===== src/rtl/apb_arb_master.sv =====
// apb_arb_master: round-robin arbiter in front of a single APB master port.
// NREQ requesters each post one read or write. The winner is driven through
// the APB SETUP and ACCESS phases. The completion is returned as a one-cycle
// done pulse, together with rdata and err.
// Optional feature: define APB_ARB_TIMEOUT_EN to abandon an ACCESS phase after
// TIMEOUT wait cycles. The abandoned transfer completes with err=1.
module apb_arb_master #(
    parameter int NREQ    = 4,
    parameter int TIMEOUT = 16
) (
    input  logic                pclk,
    input  logic                preset,
    input  logic [NREQ-1:0]     req,
    input  logic [NREQ-1:0]     req_write,
    input  logic [NREQ*32-1:0]  req_addr,
    input  logic [NREQ*8-1:0]   req_wdata,
    output logic [NREQ-1:0]     done,
    output logic [7:0]          rdata,
    output logic                err,
    output logic [31:0]         paddr,
    output logic                psel,
    output logic                penable,
    output logic                pwrite,
    output logic [7:0]          pwdata,
    input  logic [7:0]          prdata,
    input  logic                pready,
    input  logic                pslverr
);

    localparam int IW = (NREQ > 1) ? $clog2(NREQ) : 1;

    typedef enum logic [1:0] {
        ST_IDLE   = 2'd0,
        ST_SETUP  = 2'd1,
        ST_ACCESS = 2'd2
    } state_t;

    state_t          state_q, state_d;
    logic [IW-1:0]   ptr_q, ptr_d;
    logic [IW-1:0]   grant_q, grant_d;
    logic [NREQ-1:0] done_q, done_d;
    logic [7:0]      rdata_q, rdata_d;
    logic            err_q, err_d;
    logic [31:0]     paddr_q, paddr_d;
    logic            psel_q, psel_d;
    logic            penable_q, penable_d;
    logic            pwrite_q, pwrite_d;
    logic [7:0]      pwdata_q, pwdata_d;

    logic [31:0]     addr_arr  [NREQ];
    logic [7:0]      wdata_arr [NREQ];
    logic [NREQ-1:0] eligible;
    logic            any_elig;
    logic [IW-1:0]   pick;
    logic [IW:0]     cand;
    logic [IW-1:0]   next_ptr;
    logic            tmo_hit;

    // Split the packed request buses into per-requester lanes.
    for (genvar gi = 0; gi < NREQ; gi++) begin : g_unpack
        assign addr_arr[gi]  = req_addr[32*gi +: 32];
        assign wdata_arr[gi] = req_wdata[8*gi +: 8];
    end

    // Round-robin search upward from ptr. A requester whose done is showing
    // this cycle is masked, because it has not yet had a chance to drop req.
    always_comb begin
        eligible = req & ~done_q;
        any_elig = 1'b0;
        pick     = ptr_q;
        cand     = '0;
        for (int k = 0; k < NREQ; k++) begin
            cand = {1'b0, ptr_q} + (IW+1)'(k);
            if (cand >= (IW+1)'(NREQ)) begin
                cand = cand - (IW+1)'(NREQ);
            end
            if (!any_elig && eligible[cand[IW-1:0]]) begin
                any_elig = 1'b1;
                pick     = cand[IW-1:0];
            end
        end
    end

    assign next_ptr = (grant_q == IW'(NREQ-1)) ? '0 : grant_q + 1'b1;

`ifdef APB_ARB_TIMEOUT_EN
    localparam int TW = $clog2(TIMEOUT + 1);
    logic [TW-1:0] tmo_q, tmo_d;

    // An abandon happens on the wait cycle that would bring the count to TIMEOUT.
    // A pready on that same cycle takes priority.
    assign tmo_hit = (state_q == ST_ACCESS) && !pready && (tmo_q == TW'(TIMEOUT - 1));

    // The wait counter clears while in SETUP, so it starts at zero in ACCESS.
    // It then counts the ACCESS cycles in which pready is low.
    always_comb begin
        tmo_d = tmo_q;
        if (state_q == ST_SETUP) begin
            tmo_d = '0;
        end else if (state_q == ST_ACCESS && !pready) begin
            tmo_d = tmo_q + 1'b1;
        end
    end

    // Wait counter register.
    always_ff @(posedge pclk or posedge preset) begin
        if (preset) begin
            tmo_q <= '0;
        end else begin
            tmo_q <= tmo_d;
        end
    end
`else
    logic timeout_unused;
    assign timeout_unused = (TIMEOUT > 0);
    assign tmo_hit        = 1'b0;
`endif

    // FSM state register.
    always_ff @(posedge pclk or posedge preset) begin
        if (preset) begin
            state_q <= ST_IDLE;
        end else begin
            state_q <= state_d;
        end
    end

    // FSM next-state logic.
    always_comb begin
        state_d = state_q;
        case (state_q)
            ST_IDLE:   if (any_elig) state_d = ST_SETUP;
            ST_SETUP:  state_d = ST_ACCESS;
            ST_ACCESS: if (pready || tmo_hit) state_d = ST_IDLE;
            default:   state_d = ST_IDLE;
        endcase
    end

    // Next values of the registered outputs. The APB strobes are derived from
    // the next state, so they are aligned with the phase they belong to.
    always_comb begin
        psel_d    = (state_d != ST_IDLE);
        penable_d = (state_d == ST_ACCESS);
        paddr_d   = paddr_q;
        pwrite_d  = pwrite_q;
        pwdata_d  = pwdata_q;
        grant_d   = grant_q;
        ptr_d     = ptr_q;
        done_d    = '0;
        rdata_d   = 8'h00;
        err_d     = 1'b0;
        case (state_q)
            ST_IDLE: begin
                if (any_elig) begin
                    grant_d  = pick;
                    paddr_d  = addr_arr[pick];
                    pwdata_d = wdata_arr[pick];
                    pwrite_d = req_write[pick];
                end
            end
            ST_ACCESS: begin
                if (pready) begin
                    done_d[grant_q] = 1'b1;
                    err_d           = pslverr;
                    rdata_d         = pwrite_q ? 8'h00 : prdata;
                    ptr_d           = next_ptr;
                end else if (tmo_hit) begin
                    done_d[grant_q] = 1'b1;
                    err_d           = 1'b1;
                    ptr_d           = next_ptr;
                end
            end
            default: ;
        endcase
    end

    // Output and datapath registers.
    always_ff @(posedge pclk or posedge preset) begin
        if (preset) begin
            ptr_q     <= '0;
            grant_q   <= '0;
            done_q    <= '0;
            rdata_q   <= 8'h00;
            err_q     <= 1'b0;
            paddr_q   <= 32'h0;
            psel_q    <= 1'b0;
            penable_q <= 1'b0;
            pwrite_q  <= 1'b0;
            pwdata_q  <= 8'h00;
        end else begin
            ptr_q     <= ptr_d;
            grant_q   <= grant_d;
            done_q    <= done_d;
            rdata_q   <= rdata_d;
            err_q     <= err_d;
            paddr_q   <= paddr_d;
            psel_q    <= psel_d;
            penable_q <= penable_d;
            pwrite_q  <= pwrite_d;
            pwdata_q  <= pwdata_d;
        end
    end

    assign done    = done_q;
    assign rdata   = rdata_q;
    assign err     = err_q;
    assign paddr   = paddr_q;
    assign psel    = psel_q;
    assign penable = penable_q;
    assign pwrite  = pwrite_q;
    assign pwdata  = pwdata_q;

endmodule

===== config.mk =====
export PLATFORM = sky130hd
export DESIGN_NAME = apb_arb_master
export DESIGN_NICKNAME = d
export VERILOG_FILES = /design/src/rtl/apb_arb_master.sv
export SDC_FILE = /design/constraint.sdc
export NUM_CORES = 1
export LEC_CHECK = 0
export CORE_ASPECT_RATIO = 1.75
export CORE_MARGIN = 3
export CORE_UTILIZATION = 39
export CTS_CLUSTER_DIAMETER = 150
export CTS_CLUSTER_SIZE = 14
export DETAILED_ROUTE_END_ITERATION = 10
export PLACE_DENSITY = 0.95
export SYNTH_ARGS = -nofsm -noshare
export SYNTH_HDL_FRONTEND = slang
export SYNTH_SLANG_ARGS = --single-unit

===== constraint.sdc =====
create_clock -name pclk -period 3.6 [get_ports pclk]
set_clock_uncertainty 0.15 [all_clocks]
set_input_delay 0.36 -clock pclk [delete_from_list [all_inputs] [get_ports pclk]]
set_output_delay 0.36 -clock pclk [all_outputs]
set_load 0.02 [all_outputs]

**After elaboration in Yosys (flattened, before gate mapping)**

Index checks and enable logic that the tools add are counted.

- Logic and storage cells: 90
- ROM bits: 0
- Output and inout bits: 56
- Register bits after elaboration: 62
- Memory bits (writable): 0
- Bits in latches: 0
- Memories: 0

- Bitwise operators: 3
- Divide/modulo/power cells: 0
- Equal/unequal tests: 4
- Multiply operators: 0
- Shifts and indexed selects: 0
- Add/sub/neg operators: 8
- Multiplexer cells: 41
- $lt $le $gt $ge: 12
- Reduce and logical (&&, ||, !) cells: 11

Operators with widths:

| kind | count |
|---|---|
| binary-select mux 32 bit (select 2 bit) | 1 |
| two-way mux 32 bit | 2 |
| two-way mux 8 bit | 5 |
| two-way mux 2 bit | 11 |
| less-than comparator 2 x 3 -> 1 bit, second input constant | 6 |
| binary-select mux 8 bit (select 2 bit) | 1 |
| greater-or-equal comparator 3 bit, second input constant | 4 |
| two-way mux 1 bit | 12 |
| binary-select mux 1 bit (select 2 bit) | 5 |
| two-way mux 4 bit | 2 |
| subtractor 2 x 1 -> 2 bit, second input constant | 4 |
| adder 2 x 2 -> 3 bit, second input constant | 2 |
| equality test 2 bit, second input constant | 3 |
| case mux 2 bit (3 select lines) | 1 |
| AND 4 bit | 1 |
| logical AND 1 bit | 4 |
| inverter 4 bit | 1 |
| AND reduction 2 bit | 2 |
| adder 2 x 1 -> 3 bit, second input constant | 1 |
| greater-or-equal comparator 2 x 3 -> 1 bit, second input constant | 1 |
| zero test 1 bit | 3 |
| inverter 2 -> 3 bit | 1 |
| adder 2 x 1 -> 2 bit, second input constant | 1 |
| demux 1 bit (select 2 bit) | 1 |
| other kinds (4) | 4 |

**Depth between registers and ports, before layout**

Gate-level depths: netlist of the first run.

- Depth in word-level cells: 18
- Depth in mapped cells: 8
- Mapped depth without buffers: 6

**Worst setup path after synthesis of the first run**

OpenSTA, ideal clock, no wires.

- Path type: register -> register
- Start point: reg done_q[3] (netlist: done[3])
- End point: reg paddr_q[30] (netlist: paddr[30])
- Buffers on the path: 1
- Path slack: 1.681 ns
- Clock period less this slack: 1.919 ns
- Stages on the path, launching flop included: 8
- Arrival time: 1.628 ns
- Cell sequence: dfrtp_1 -> nor2b_4 -> nor2_1 -> a22oi_2 -> nand2_1 -> buf_2 -> a211oi_1 -> a311oi_1

- Longest elaborated chain between the ends: 18

RTL lines:

| what | RTL line | RTL |
|---|---|---|
| start, declared | 41 | `logic [NREQ-1:0] done_q, done_d;` |
| start signal, assigned | 193 | `done_q <= done_d;` |
| inverter 4 bit (*) | 68 | `eligible = req & ~done_q;` |
| AND 4 bit (*) | 68 |  |
| binary-select mux 1 bit (select 2 bit) | 77 | `if (!any_elig && eligible[cand[IW-1:0]]) begin` |
| two-way mux 1 bit (not written as such) | 77 |  |
| two-way mux 1 bit | 77 |  |
| zero test 1 bit | 77 |  |
| logical AND 1 bit | 77 |  |
| two-way mux 1 bit | 77 |  |
| zero test 1 bit | 77 |  |
| logical AND 1 bit | 77 |  |
| two-way mux 1 bit | 77 |  |
| zero test 1 bit | 77 |  |
| logical AND 1 bit | 77 |  |
| two-way mux 2 bit | 77 |  |
| inverter 2 -> 3 bit (not written as such) | 156 | `paddr_d = addr_arr[pick];` |
| binary-select mux 32 bit (select 2 bit) | 156 |  |
| two-way mux 32 bit (not written as such) (2 in a row) | 156 |  |
| end signal, assigned | 196 | `paddr_q <= paddr_d;` |
| end, declared | 44 | `logic [31:0] paddr_q, paddr_d;` |

Mark *: on every way between the ends. The rest lies on a longest branch, timed or not. The select of a mux whose other input is x is not followed.
A chain may end at the register's enable or synchronous reset.

**Worst setup path in the final report of the first run**

- Start point: in req[3]
- End point: reg paddr_q[16] (netlist: paddr[16])

- Longest elaborated chain between the ends: 17

RTL lines:

| what | RTL line | RTL |
|---|---|---|
| start, declared | 13 | `input logic [NREQ-1:0] req,` |
| AND 4 bit (*) | 68 |  |
| binary-select mux 1 bit (select 2 bit) | 77 |  |
| two-way mux 1 bit (not written as such) | 77 |  |
| two-way mux 1 bit | 77 |  |
| zero test 1 bit | 77 |  |
| logical AND 1 bit | 77 |  |
| two-way mux 1 bit | 77 |  |
| zero test 1 bit | 77 |  |
| logical AND 1 bit | 77 |  |
| two-way mux 1 bit | 77 |  |
| zero test 1 bit | 77 |  |
| logical AND 1 bit | 77 |  |
| two-way mux 2 bit | 77 |  |
| inverter 2 -> 3 bit (not written as such) | 156 |  |
| binary-select mux 32 bit (select 2 bit) | 156 |  |
| two-way mux 32 bit (not written as such) (2 in a row) | 156 |  |

Marks and branches as above.

==> results.yml, run 1 <==
yosys:
  synth_sequential_area_ratio: 0.439
  netlist_top_cells_count: "nand2_1, dfrtp_1, nor2_1"
  ys_seq_elements: 62
  synth_cells: 403
  avgSynthCellArea_um2: 8.78
  synth.most_common_cell: "nand2_1"
  async_flop_share: 1.00
  yosys.area.top_type: "dfrtp_1"
  synth_area_um2: 3540
  synth_top_area_frac: 0.439
  ys_warn_count: 0
  syn-num-nets: 587
  synthFlopType: "dfrtp_1"
  yosysUniqueCellTypes: 30
  synth-edff-count: 0
  ys_top_cells_by_area: "dfrtp_1, a311oi_1, nand2_1"
power:
  ir_worst_vdd_mv: 0.420
  p_per_area_nw_per_um2: 760
  p_leak_uw: 0.00262
  power.total_uw: 4770
clocking:
  cts_hold_buffers: 0
  clk_latency_ns: 0.33
  cts_buffers: 9
  h-tree-depth: 3
  post_cts_buffers: 0
  cts_sinks: 62
  cts_tree: "built"
  clkTransAtPathRegs_ns: 0.06
  clockBufferDepth: 2
  cts_root_buffer: "clkbuf_16"
  cts_resized: 0
grt:
  overflow: 0
  grt_use_total: 0.279
  grt_antenna_before_repair: 0
  grt_max_degree: 47
  grt_pass1_wl_um: 22400
  grt_pass1_vias: 4372
floorplanning:
  rows: 45
  start_util: 0.403
  coreArea_um2: 8780
  die_x_um: 78.0
  die-area_um2: 10300
  pin_count: 236
  die_y_um: 132
route:
  drt_iter0_markers: 202
  num_vias: 4197
  drc_errors: 0
  wl_um: 14300
  vias_per_cell: 5.60
  avgRoutedWirePerCell_um: 19.1
  dr.pass1.iters: 5
  drt.antenna.violating_nets: 0
cells_and_area:
  diodes: 0
  drive_gt1_frac: 0.0679
  fin_nets: 812
  syn2layout_area_growth_pct: 77.5
  fillers: 660
  fin_area_um2: 6280
timing:
  finalCritPeriodShare: 0.710
  drv_slew: 0
  setup_tns_ns: 0
  slew_headroom: 0.390
  setup_violations: 0
  period_needed_ns: 2.56
  max_freq_mhz: 391
  worst_slew_pin_slew_ns: 0.914
  report.final.hold_viol_count: 0
  rsz0062_at_grt: "no"
placed_design:
  port_buffers: 235
  postPlaceCellArea_um2: 5990
  place.gp.congestion: 0.873
  dp_hpwl_um: 10800
setup_path:
  ff2ff_path_depth: 7
  r2r_start: "ptr_q[1]$_DFFE_PP0P_"
  required_ns: 3.64
  rr_endpoint: "paddr[18]$_DFFE_PP0P_"
  rrSetupSlack_ns: 1.10
  path_class: "in2reg"
  cp-start-kind: "primary input"
  path_max_fanout: 25
  end_kind: "flop"
  cp.arrival_ns: 2.60
job:
  max-cap-violations: 0
outcome:
  outcome: "finished clean"
hold_path:
  worstHoldPathType: "in2async"
==> per-stage QoR <==
stage | hold slack [ns] | setup WS, ns | util | std cells
3_3_place_gp | 0.387 | 0.911 | 0.682 | 734
4_1_cts | 0.417 | 1.07 | 0.715 | 750
3_5_place_dp | 0.408 | 0.776 | 0.682 | 734
2_1_floorplan | 0.339 | 1.55 | - | 403
6_report | 0.400 | 1.04 | 0.715 | 750
5_1_grt | 0.435 | 0.892 | 0.715 | 750
==> critical path: stages <==
cell and delay, ns:
clkdlybuf4s50_1 0.49, nor2b_4 0.21, o21ai_0 0.15, a211oi_2 0.46
o21ai_4 0.25, buf_12 0.24, a211oi_1 0.34, a311oi_1 0.08
==> placed cells by master (no fill, tap or decap), drive strengths merged, types with 2 or more instances in the layout <==
cell type and n:
a211oi 42, a311oi 42, and2 14, and3 42
buf 14, clkbuf 9, clkdlybuf4s50 235, clkinv 4
clkinvlp 2, dfrtp 62, ha 4, inv 8
nand2 86, nand2b 2, nor2 46, nor2b 2
nor3b 2, o21ai 7, o22ai 2
==> state kept, by name, summed over array words and instances (netlist names) <==
name and count:
done 4, err 1, grant_q 2, paddr 32
penable 1, psel 1, ptr_q 2, pwdata 8
pwrite 1, rdata 8, state_q 2
==> metal layers <==
layer	vias to the layer above	routed length (um)	track usage
met5	-	0	0
met4	0	756	0.137
met3	63	1180	0.0848
met2	253	7540	0.506
met1	1974	4810	0.282
li1	1907	-	-
==> area by class of cell <==
class                           count  area [um^2]  area share
Tap cell                          117          146      0.0233
Clock inverter                      7         58.8     0.00937
Sequential cell                    62         1550       0.247
Clock buffer                        9          225      0.0359
Multi-Input combinational cell    299         1800       0.287
Inverter                            7         26.3     0.00418
Timing Repair Buffer              249         2470       0.393
==> report_power, final <==
part	switching, uW	internal [uW]
Sequential	188	1010
Combinational	1580	1200
Clock	335	472
Total	2100	2670
==> cell families (layout without fill, tap and decap cells) <==
group           count (synthesis)  count (layout)  synth area share
compound gates                 96              96             0.219
fa+ha+maj                       4               4            0.0141
buf+inv                        42             272            0.0623
flops                          62              62             0.439
simple gates                  199             199             0.266
==> how the worst max path moves through the flow <==
| stage | cells past startpoint | endpoint | from |
|---|---|---|---|
| finish | 8 | paddr[16]$_DFFE_PP0P_ | req[3] |
| global route | 8 | pwdata[5]$_DFFE_PP0P_ | req[3] |
| CTS | 8 | paddr[18]$_DFFE_PP0P_ | req[3] |
| detailed placement | 8 | paddr[18]$_DFFE_PP0P_ | req[1] |
| global placement | 9 | paddr[16]$_DFFE_PP0P_ | req[1] |
| floorplan | 1 | done[0]$_DFF_PP0_ | preset |
Note: power is estimated with default switching activity, not from simulation.
==> inputs of run 2 (changes only) <==
CORE_UTILIZATION = 33   (was 39)
PLACE_DENSITY = 0.88   (was 0.95)
clock period = 2.28 ns   (was 3.6 ns; I/O delays follow)
==> run 2 against run 1 <==
Against the previous run: worst setup slack lost 0.89 ns; combinational power increased by 67%; flip-flop and latch count did not move; sequential share of layout area decreased by 0.59 points.
==> results.yml, run 2 (same netlist as run 1, synthesis figures left out) <==
outcome:
  outcome: "finished clean"
power:
  ir_worst_vdd_mv: 0.755
  p_leak_uw: 0.00269
  power.total_uw: 7800
  p_per_area_nw_per_um2: 1210
route:
  vias_per_cell: 5.46
  drt.antenna.violating_nets: 0
  wl_um: 14100
  dr.pass1.iters: 5
  drt_iter0_markers: 216
  num_vias: 4186
  drc_errors: 0
  avgRoutedWirePerCell_um: 18.4
clocking:
  clk_latency_ns: 0.32
  clockBufferDepth: 2
  clkTransAtPathRegs_ns: 0.06
  post_cts_buffers: 0
  cts_hold_buffers: 0
  h-tree-depth: 3
  cts_tree: "built"
  cts_sinks: 62
  cts_root_buffer: "clkbuf_16"
  cts_resized: 0
  cts_buffers: 9
grt:
  grt_use_total: 0.225
  grt_pass1_vias: 4291
  grt_max_degree: 43
  overflow: 0
  grt_antenna_before_repair: 0
  grt_pass1_wl_um: 21400
setup_path:
  required_ns: 2.32
  cp-start-kind: "flop"
  crit_buf_inv: 1
  cp.arrival_ns: 2.17
  cp_slowest_cell: "dfrtp_1"
  path_max_fanout: 21
  rr_endpoint: "paddr[28]$_DFFE_PP0P_"
  r2r_start: "done[2]$_DFF_PP0_"
  ff2ff_path_depth: 7
  max_stage_delay_ns: 0.37
  path_delay_family: "compound AO/OA/AOI/OAI gates"
  rrSetupSlack_ns: 0.15
  end_kind: "flop"
  worstPathCellList: "nand2b_2, o22ai_1, a21oi_4, buf_4, and3_1, a211oi_1, a311oi_1"
  path_class: "reg2reg"
timing:
  period_needed_ns: 2.13
  hold_slack_ns: 0.0986
  setup_violations: 0
  slew_headroom: 0.673
  drv_slew: 0
  worst_slew_pin_slew_ns: 0.489
  rsz0062_at_grt: "no"
  max_freq_mhz: 470
  report.final.hold_viol_count: 0
  final.setup.worst_slack_ns: 0.153
  finalCritPeriodShare: 0.933
floorplanning:
  die-area_um2: 12000
  rows: 49
  die_x_um: 84.3
  start_util: 0.341
  die_y_um: 143
  coreArea_um2: 10400
  pin_count: 236
placed_design:
  place.gp.congestion: 0.877
  dp_hpwl_um: 10800
  port_buffers: 235
  place_ws_ns: -0.101
cells_and_area:
  final_util: 0.621
  fin_nets: 818
  drive_gt1_frac: 0.0767
  syn2layout_area_growth_pct: 81.9
  diodes: 0
  largest_reg_flops: 32
  final_common_cell: "clkdlybuf4s50_1"
  mostFrequentLayoutCells: "clkdlybuf4s50_1, nand2_1, dfrtp_1, nor2_1, and3_1"
hold_path:
  worstHoldPathType: "in2async"
job:
  max-cap-violations: 0
-- run 2: cell types whose count changed in the layout (fill, tap and decap cells not counted) --
cell / before / now
buf_4: 13 / 11
clkinv_2: 0 / 1
inv_6: 1 / 3
clkinv_4: 4 / 1
buf_12: 1 / 9
-- run 2: worst max-delay path by stage --
stage / start / end / slack, ns / cells after the start
floorplan: preset / done[0]$_DFF_PP0_ / 0.36 / 1
global placement: req[3] / paddr[28]$_DFFE_PP0P_ / -0.04 / 8
detailed placement: req[3] / paddr[14]$_DFFE_PP0P_ / -0.10 / 8
CTS: done[2]$_DFF_PP0_ / pwdata[2]$_DFFE_PP0P_ / 0.16 / 8
global route: done[3]$_DFF_PP0_ / paddr[14]$_DFFE_PP0P_ / 0.05 / 7
finish: done[2]$_DFF_PP0_ / paddr[28]$_DFFE_PP0P_ / 0.15 / 7
-- run 2: layout make-up --
cell class | instances | area [um^2]
sequential | 62 | 1550
multi-input combinational | 299 | 1800
clock buffer | 9 | 225
timing repair buffer | 255 | 2620
inverter | 7 | 26.3
tap | 127 | 159
fill | 856 | 3930
clock inverter | 7 | 55.1
-- run 2: per-layer routing --
metal | track usage | up-vias | share of wire
met3 | 0.0502 | 39 | 0.069
met2 | 0.409 | 245 | 0.55
met1 | 0.243 | 1983 | 0.35
li1 | - | 1919 | -
met5 | 0 | - | 0
met4 | 0.113 | 0 | 0.033
-- run 2: worst register-to-register path: stages (launching register included) --
cell and delay [ns]:
dfrtp_1 0.37, nand2b_2 0.25, o22ai_1 0.28, a21oi_4 0.13, buf_4 0.22, and3_1 0.20
a211oi_1 0.31, a311oi_1 0.08
-- run 2: through the flow --
| stage | instance area [um^2] | std cells | setup TNS [ns] |
|---|---|---|---|
| 2_1_floorplan | 3540 | 403 | 0 |
| 3_3_place_gp | 6150 | 750 | -0.0906 |
| 3_5_place_dp | 6150 | 750 | -2.16 |
| 4_1_cts | 6430 | 766 | 0 |
| 5_1_grt | 6430 | 766 | 0 |
| 6_report | 6430 | 766 | 0 |
-- run 2: where the power goes --
| part | total [uW] | switching [uW] | leakage [uW] | internal (uW) |
|---|---|---|---|---|
| registers | 1900 | 313 | 0.000733 | 1590 |
| clock network | 1270 | 521 | 0.000133 | 746 |
| logic | 4630 | 2510 | 0.00182 | 2120 |
==> inputs of run 3 (changes only) <==
CTS_CLUSTER_SIZE = not set   (was 14)
==> results of run 3 <==
The final DEF is identical to that of run 2; final timing and power are the same.
